[src/rtl/burst_decoder_if.sv]
// Handshake bundle between the control unit and the burst decoder.
// The control unit drives the request side and the decoder drives the enable and status side.
interface burst_decoder_if #(
  parameter int SEL_WIDTH = 4
);
  localparam int OUT_WIDTH = 2 ** SEL_WIDTH;

  logic                 start;
  logic [SEL_WIDTH-1:0] base;
  logic [SEL_WIDTH:0]   count;
  logic                 hold;
  logic                 abort;
  logic [OUT_WIDTH-1:0] out;
  logic [SEL_WIDTH-1:0] cur_sel;
  logic                 busy;
  logic                 done;

  modport master (
    output start, base, count, hold, abort,
    input  out, cur_sel, busy, done
  );

  modport slave (
    input  start, base, count, hold, abort,
    output out, cur_sel, busy, done
  );
endinterface

[src/rtl/burst_decoder.sv]
// Registered one-hot load-enable generator for register-file bursts.
// Starting at a base selector, it issues one enable per cycle for a clamped count, with hold and abort.
//
// state | meaning
// IDLE  | no burst in progress, out=0, waiting for start
// BURST | issuing enables (or stalled by hold), busy=1
// DONE  | single-cycle completion pulse, done=1
module burst_decoder #(
  parameter int SEL_WIDTH = 4
) (
  input  logic          clk,
  input  logic          reset_n,
  burst_decoder_if.slave bus
);
  localparam int OUT_WIDTH = 2 ** SEL_WIDTH;
  localparam logic [SEL_WIDTH:0]   CNT_MAX = (SEL_WIDTH + 1)'(OUT_WIDTH);
  localparam logic [SEL_WIDTH:0]   CNT_ONE = (SEL_WIDTH + 1)'(1);
  localparam logic [SEL_WIDTH-1:0] SEL_ONE = SEL_WIDTH'(1);

  typedef enum logic [1:0] {
    IDLE  = 2'd0,
    BURST = 2'd1,
    DONE  = 2'd2
  } state_t;

  state_t               state_q, state_d;
  logic [SEL_WIDTH-1:0] sel_q, sel_d;
  logic [SEL_WIDTH:0]   rem_q, rem_d;
  logic [OUT_WIDTH-1:0] out_q, out_d;
  logic [SEL_WIDTH-1:0] cur_sel_q, cur_sel_d;
  logic                 busy_q, done_q;
  logic [SEL_WIDTH:0]   eff;

  function automatic logic [OUT_WIDTH-1:0] onehot(input logic [SEL_WIDTH-1:0] s);
    logic [OUT_WIDTH-1:0] v;
    v    = '0;
    v[s] = 1'b1;
    return v;
  endfunction

  // Clamping keeps every register enabled at most once per burst.
  assign eff = (bus.count > CNT_MAX) ? CNT_MAX : bus.count;

  always_ff @(posedge clk or negedge reset_n) begin
    if (!reset_n) begin
      state_q   <= IDLE;
      sel_q     <= '0;
      rem_q     <= '0;
      out_q     <= '0;
      cur_sel_q <= '0;
      busy_q    <= 1'b0;
      done_q    <= 1'b0;
    end else begin
      state_q   <= state_d;
      sel_q     <= sel_d;
      rem_q     <= rem_d;
      out_q     <= out_d;
      cur_sel_q <= cur_sel_d;
      busy_q    <= (state_d == BURST);
      done_q    <= (state_d == DONE);
    end
  end

  always_comb begin
    state_d   = state_q;
    sel_d     = sel_q;
    rem_d     = rem_q;
    out_d     = '0;
    cur_sel_d = cur_sel_q;

    unique case (state_q)
      IDLE: begin
        if (bus.start) begin
          if (eff == '0) begin
            state_d = DONE;
          end else begin
            out_d     = onehot(bus.base);
            cur_sel_d = bus.base;
            sel_d     = bus.base + SEL_ONE;
            rem_d     = eff - CNT_ONE;
            state_d   = BURST;
          end
        end
      end
      BURST: begin
        // abort outranks completion, which outranks hold
        if (bus.abort) begin
          state_d = IDLE;
        end else if (rem_q == '0) begin
          state_d = DONE;
        end else if (!bus.hold) begin
          out_d     = onehot(sel_q);
          cur_sel_d = sel_q;
          sel_d     = sel_q + SEL_ONE;
          rem_d     = rem_q - CNT_ONE;
        end
      end
      DONE: begin
        state_d = IDLE;
      end
      default: begin
        state_d = IDLE;
      end
    endcase
  end

  assign bus.out     = out_q;
  assign bus.cur_sel = cur_sel_q;
  assign bus.busy    = busy_q;
  assign bus.done    = done_q;
endmodule

[src/flat_wrapper.sv]
// flat-port wrapper written by rule: the top's interface ports become plain ports
module burst_decoder_flat 
#(
  parameter int SEL_WIDTH = 4
)
  (clk, reset_n, bus_start, bus_base, bus_count, bus_hold, bus_abort, bus_out, bus_cur_sel, bus_busy, bus_done);
  burst_decoder_if #(.SEL_WIDTH(SEL_WIDTH)) bus_i ();
  input  logic clk;
  input  logic reset_n;
  input wire logic [$bits(bus_i.start)-1:0] bus_start;
  input wire logic [$bits(bus_i.base)-1:0] bus_base;
  input wire logic [$bits(bus_i.count)-1:0] bus_count;
  input wire logic [$bits(bus_i.hold)-1:0] bus_hold;
  input wire logic [$bits(bus_i.abort)-1:0] bus_abort;
  output wire logic [$bits(bus_i.out)-1:0] bus_out;
  output wire logic [$bits(bus_i.cur_sel)-1:0] bus_cur_sel;
  output wire logic [$bits(bus_i.busy)-1:0] bus_busy;
  output wire logic [$bits(bus_i.done)-1:0] bus_done;
  assign bus_i.start = bus_start;
  assign bus_i.base = bus_base;
  assign bus_i.count = bus_count;
  assign bus_i.hold = bus_hold;
  assign bus_i.abort = bus_abort;
  assign bus_out = bus_i.out;
  assign bus_cur_sel = bus_i.cur_sel;
  assign bus_busy = bus_i.busy;
  assign bus_done = bus_i.done;
  burst_decoder #(.SEL_WIDTH(SEL_WIDTH)) u_core (.clk(clk), .reset_n(reset_n), .bus(bus_i));
endmodule
[config.mk]
export PLATFORM = sky130hd
export DESIGN_NAME = burst_decoder_flat
export DESIGN_NICKNAME = d
export VERILOG_FILES = /design/src/rtl/burst_decoder_if.sv /design/src/rtl/burst_decoder.sv /design/src/flat_wrapper.sv
export SDC_FILE = /design/constraint.sdc
export NUM_CORES = 1
export LEC_CHECK = 0
export CORE_MARGIN = 2
export CORE_UTILIZATION = 40
export CTS_BUF_LIST = sky130_fd_sc_hd__clkbuf_16
export DETAILED_ROUTE_END_ITERATION = 6
export GPL_TIMING_DRIVEN = 0
export PLACE_DENSITY = 0.62
export SYNTH_ARGS = -nofsm -noshare
export SYNTH_HDL_FRONTEND = slang
export SYNTH_SLANG_ARGS = --single-unit
[constraint.sdc]
create_clock -name clk -period 2.9 [get_ports clk]
set_clock_uncertainty 0.2 [all_clocks]
set_input_delay 0.58 -clock clk [delete_from_list [all_inputs] [get_ports clk]]
set_output_delay 0.58 -clock clk [all_outputs]
set_load 0.01 [all_outputs]
* Yosys cells after proc, flatten, opt, wreduce, memory -nomap -nowiden
Index checks and enable logic that the tools add are counted.
** Word-level totals
- Latch bits :: 0
- RAM bits :: 0
- Flip-flop bits (word level) :: 33
- Bits in read-only memories :: 0
- Output and inout port bits :: 22
- Memories kept :: 0
- Input bits :: 14
- Word-level logic and storage cells :: 65
** Cells by class
- Add/subtract/negate cells :: 4
- Reductions and logical operators :: 7
- Div/mod/pow operators :: 0
- Bitwise operators :: 0
- Muxes and demuxes :: 34
- Shift-type cells :: 0
- $lt $le $gt $ge :: 5
- Equal/unequal tests :: 8
- Multiply operators :: 0
** Operator list (number)
- two-way mux 16 bit :: 5
- two-way mux 4 bit :: 10
- one-hot mux 16 bit (2 select lines) :: 1
- two-way mux 5 bit :: 6
- one-hot mux 4 bit (2 select lines) :: 2
- logical NOT 5 bit :: 2
- < comparator 4 x 5 -> 1 bit, second input constant :: 2
- != test 2 bit, second input constant :: 5
- one-hot mux 5 bit (2 select lines) :: 1
- subtractor 5 x 1 -> 5 bit, second input constant :: 2
- adder 4 x 1 -> 4 bit, second input constant :: 2
- demux 1 bit (select 4 bit) :: 2
- greater-or-equal comparator 4 x 1 -> 1 bit, second input constant :: 2
- two-way mux 2 bit :: 4
- AND reduction 6 bit :: 1
- > comparator 5 bit, second input constant :: 1
- == test 2 x 1 -> 1 bit, second input constant :: 2
- one-hot mux 2 bit (2 select lines) :: 1
- == test 2 bit, second input constant :: 1
- logical AND 1 bit :: 2
- logical NOT 2 bit :: 1
- two-way mux 1 bit :: 2
- nonzero test 2 bit :: 1

* Longest topological paths before layout
- Depth in word-level cells :: 8
- Gate-level depth with buffers :: 10
- Mapped depth without buffers :: 7

* Worst setup path before layout
OpenSTA, ideal clock, no wires.
- Path kind :: reg-to-reg
- Start :: register u_core.state_q[1]
- End :: register u_core.rem_q[4]
- Arrival time :: 1.949 ns
- Stages on the path, launching flop included :: 11
- Data required time :: 2.578 ns
- Path buffers :: 3
- Period minus slack after synthesis :: 2.270 ns
- Setup time :: 0.122 ns
- Setup slack :: 0.630 ns
- Cell sequence :: dfrtp_1 -> clkbuf_1 -> nand2b_1 -> buf_2 -> a31oi_1 -> ha_1 -> buf_1 -> nand2_1 -> nand2_1 -> nand3_1 -> a32o_1
** Between the ends
- Word-level cells in the longest chain between the ends :: 3
- Elaborated cells between the ends (all ways) :: 10
- Classes of those cells :: 6 x eq/ne; 1 x mux; 3 x reduce/logical
** Ends and longest elaborated chain
- from (decl) :: line burst_decoder.sv:26 : state_t state_q, state_d;
- from (signal assigned) :: line burst_decoder.sv:54 : state_q <= state_d;
- == test 2 x 1 -> 1 bit / logical NOT 2 bit (equally long branches) :: line burst_decoder.sv:71 : unique case (state_q)
- != test 2 bit (no line) / nonzero test 2 bit (equally long branches)
- AND reduction 6 bit (no line)
- to (signal assigned) :: line burst_decoder.sv:56 : rem_q <= rem_d;
- to (decl) :: line burst_decoder.sv:28 : logic [SEL_WIDTH:0] rem_q, rem_d;
Parallel ways exist; a longest one is shown, timed or not.
A chain may end at the register's enable or synchronous reset.

* Worst setup path after layout
Same ends and word-level chain as after synthesis.

==> impl_metrics.py <==
metrics = {
    "critical_path": {
        "path_cells": "clkbuf_1, nand2b_1, buf_2, a31oi_1, ha_1, buf_1, nand2_1, nand2_1, nand3_1, a32o_1",
        "crit_required_ns": 2.86,
        "crit_arrival_ns": 2.61,
        "slowest_delay_ns": 0.36,
        "cpLargestDelayFamily": "buffers and inverters",
        "cp_slowest_cell": "dfrtp_1",
        "path_class": "register to register",
        "cp-end-kind": "register",
        "crit_path_frequent_cell": "nand2_1",
        "reg2reg_slack_ns": 0.25,
        "crit_buf_inv": 3,
        "cp_max_fo": 10,
        "worst_setup_path_start_kind": "register",
    },
    "power_and_ir_drop": {
        "max-vdd-ir-drop_mv": 0.5019,
        "p_total_mw": 1.873,
        "power_leakage_nw": 0.9229,
        "powerDensity_nw_per_um2": 839.1,
    },
    "timing": {
        "min_period_over_period_pct": 91.26,
        "rsz0062_at_grt": "no",
        "fin_tns_setup_ns": 0,
        "relSlewSlack_pct": 51.89,
        "worst_pin_slew_ns": 0.7217,
        "finalMaxSlewViolations": 0,
        "finalCriticalPeriod_ns": 2.647,
        "finalSetupViolCount": 0,
        "hold_viol_final": 0,
        "max_freq_mhz": 377.9,
    },
    "grt": {
        "grt_pass1_wl_mm": 7.389,
        "grt.overflow.total": 0,
        "grt_max_degree": 34,
        "antenna_found_initial": 0,
        "grt.total_usage_pct": 19.07,
        "grt_pass1_vias": 1528,
    },
    "logic_synthesis": {
        "synth_area_um2": 1695,
        "synth_edf_count": 0,
        "synth.top_cell.area_share_pct": 48.71,
        "yosysTopAreaCell": "dfrtp_1",
        "synthTopCellsByArea": "dfrtp_1, nand2_1, o32ai_1",
        "avgSynthCellArea_um2": 9.744,
        "ys.flop_type": "dfrtp_1",
        "syn-num-nets": 190,
        "synth-async-reset-ratio_pct": 100.0,
        "synth-seq-cells": 33,
        "yosys_warnings": 0,
        "yosysUniqueCellTypes": 41,
        "netlist_instances": 174,
        "yosysSeqAreaShare_pct": 48.71,
    },
    "placed_design": {
        "hpwlAfterDp_mm": 2.974,
        "placement.io_buffers": 34,
        "place_inst": 258,
        "globalplace.congestion": 0.8854,
    },
    "floorplanning": {
        "die_h_um": 69.11,
        "num_rows": 23,
        "initial_core_util_pct": 42.08,
        "dieArea_um2": 4776,
        "core_area_um2": 4029,
        "chipWidth_um": 69.11,
        "ios": 36,
    },
    "drt": {
        "drc": 0,
        "wl_mm": 4.131,
        "wl_per_cell_um": 15.53,
        "routed_via_density": 5.744,
        "first_pass_iters": 4,
        "drt_iter0_markers": 132,
        "ant_nets": 0,
        "num_vias": 1528,
    },
    "clocking": {
        "cts.repair.resized": 0,
        "cts_buffers": 5,
        "clockBufferDepth": 2,
        "htreeDepth": 2,
        "clk-insertion-delay-late_ns": 0.28,
        "clk_pin_slew_ns": 0.05,
        "postCtsSetupBuffers": 0,
        "cts_sinks": 33,
        "cts_root_buffer": "clkbuf_16",
        "cts_tree": "done",
        "ctsHoldBuffers": 0,
    },
    "final_layout": {
        "finalNetCount": 231,
        "fillers": 381,
        "register_area_um2": 825.8,
        "instances_no_fill": 266,
        "n_antenna_cell": 0,
        "area_growth_syn_to_layout_pct": 31.66,
        "utilization_pct": 55.40,
        "drive_gt1_share_pct": 9.259,
        "layout_common_cells": "clkdlybuf4s50_1, dfrtp_1, nand2_1",
        "multi_input_area_um2": 812.0,
    },
    "job": {
        "maxCapViolations": 0,
    },
    "min_path": {
        "hold_class": "input pin to async pin",
    },
    "outcome": {
        "status": "complete, no violations",
    },
}
[synth_stat cells, types with 2 or more instances]
master    instances
and3b_1           2
a211oi_2          2
nand3_1          12
nor3_1            6
o21a_1            2
nor2b_1           3
o22ai_1          10
clkbuf_1          3
buf_1             2
nand2b_1          7
a31oi_1           4
nand4_1           2
inv_1             5
and3_1            2
nor2_1           11
dfrtp_1          33
ha_1              2
buf_2             3
o21ai_0           7
nand2_1          20
a21oi_1           9
o32ai_1           8
[registers in the layout, summed over array words and instances (netlist names)]
name                flops
u_core.rem_q            5
u_core.state_q          2
u_core.bus.busy         1
u_core.sel_q            4
u_core.bus.done         1
u_core.bus.cur_sel      4
u_core.bus.out         16
[worst register-to-register path, delay by kind of cell, from the launching register on]
family,cells,cell delay (ns)
buffers and inverters,3,0.69
AND/OR/NAND/NOR,4,0.56
flip-flops,1,0.36
AO/OA/AOI/OAI,2,0.52
adder cells (fa/ha/maj),1,0.22
[report_power, final]
group	total (mW)	switching (mW)	internal [mW]	leakage [nW]
clock network	0.495	0.184	0.311	0.0748
logic	0.709	0.402	0.307	0.424
registers	0.669	0.0962	0.573	0.424
total	1.87	0.682	1.19	0.923
[layout make-up]
cell class	instances	share of cell area (%)
Sequential cell	33	37.00
Timing Repair Buffer	34	15.02
Inverter	5	0.8408
Clock inverter	3	0.6166
Tap cell	50	2.803
Buffer	9	1.738
Multi-Input combinational cell	127	36.38
Clock buffer	5	5.605
[routing by layer]
metal / track usage, % / vias to the layer above / part of all wire (%)
met5: 0 / - / 0
met4: 3.922 / 0 / 0.92
met3: 5.263 / 4 / 5.7
met2: 30.56 / 56 / 48
met1: 25.96 / 733 / 45
li1: - / 735 / -
[through the flow]
stage | hold slack [ns] | cell area [um2] | setup slack, ns
2_1_floorplan | 0.08441 | 1695 | 0.6299
3_3_place_gp | 0.2770 | 2098 | 0.1251
3_5_place_dp | 0.2795 | 2093 | 0.1109
4_1_cts | 0.1930 | 2232 | 0.2563
5_1_grt | 0.2331 | 2232 | 0.01336
6_report | 0.1572 | 2232 | 0.2535
[kinds of logic after synthesis]
logic type | share of synthesized area (%)
multiplexers | 0.5904
flip-flops | 48.71
buffers and inverters | 3.395
AND/OR/NAND/NOR | 21.18
adder cells (fa/ha/maj) | 1.476
AO/OA/AOI/OAI | 24.65
[path summary, 6_finish.rpt]
| path | from | end | cells past startpoint |
|---|---|---|---|
| worst min-delay path | reset_n | u_core.rem_q[4] | 1 |
| worst max-delay path | u_core.state_q[1] | u_core.rem_q[4] | 10 |
| min in group clk | u_core.bus.cur_sel[0] | u_core.bus.cur_sel[0] | 1 |
| max in group asynchronous | reset_n | u_core.bus.cur_sel[1] | 1 |
| worst max register to register | u_core.state_q[1] | u_core.rem_q[4] | 10 |
| worst min register to register | u_core.bus.cur_sel[0] | u_core.bus.cur_sel[0] | 1 |
(Power assumes the default switching activity.)
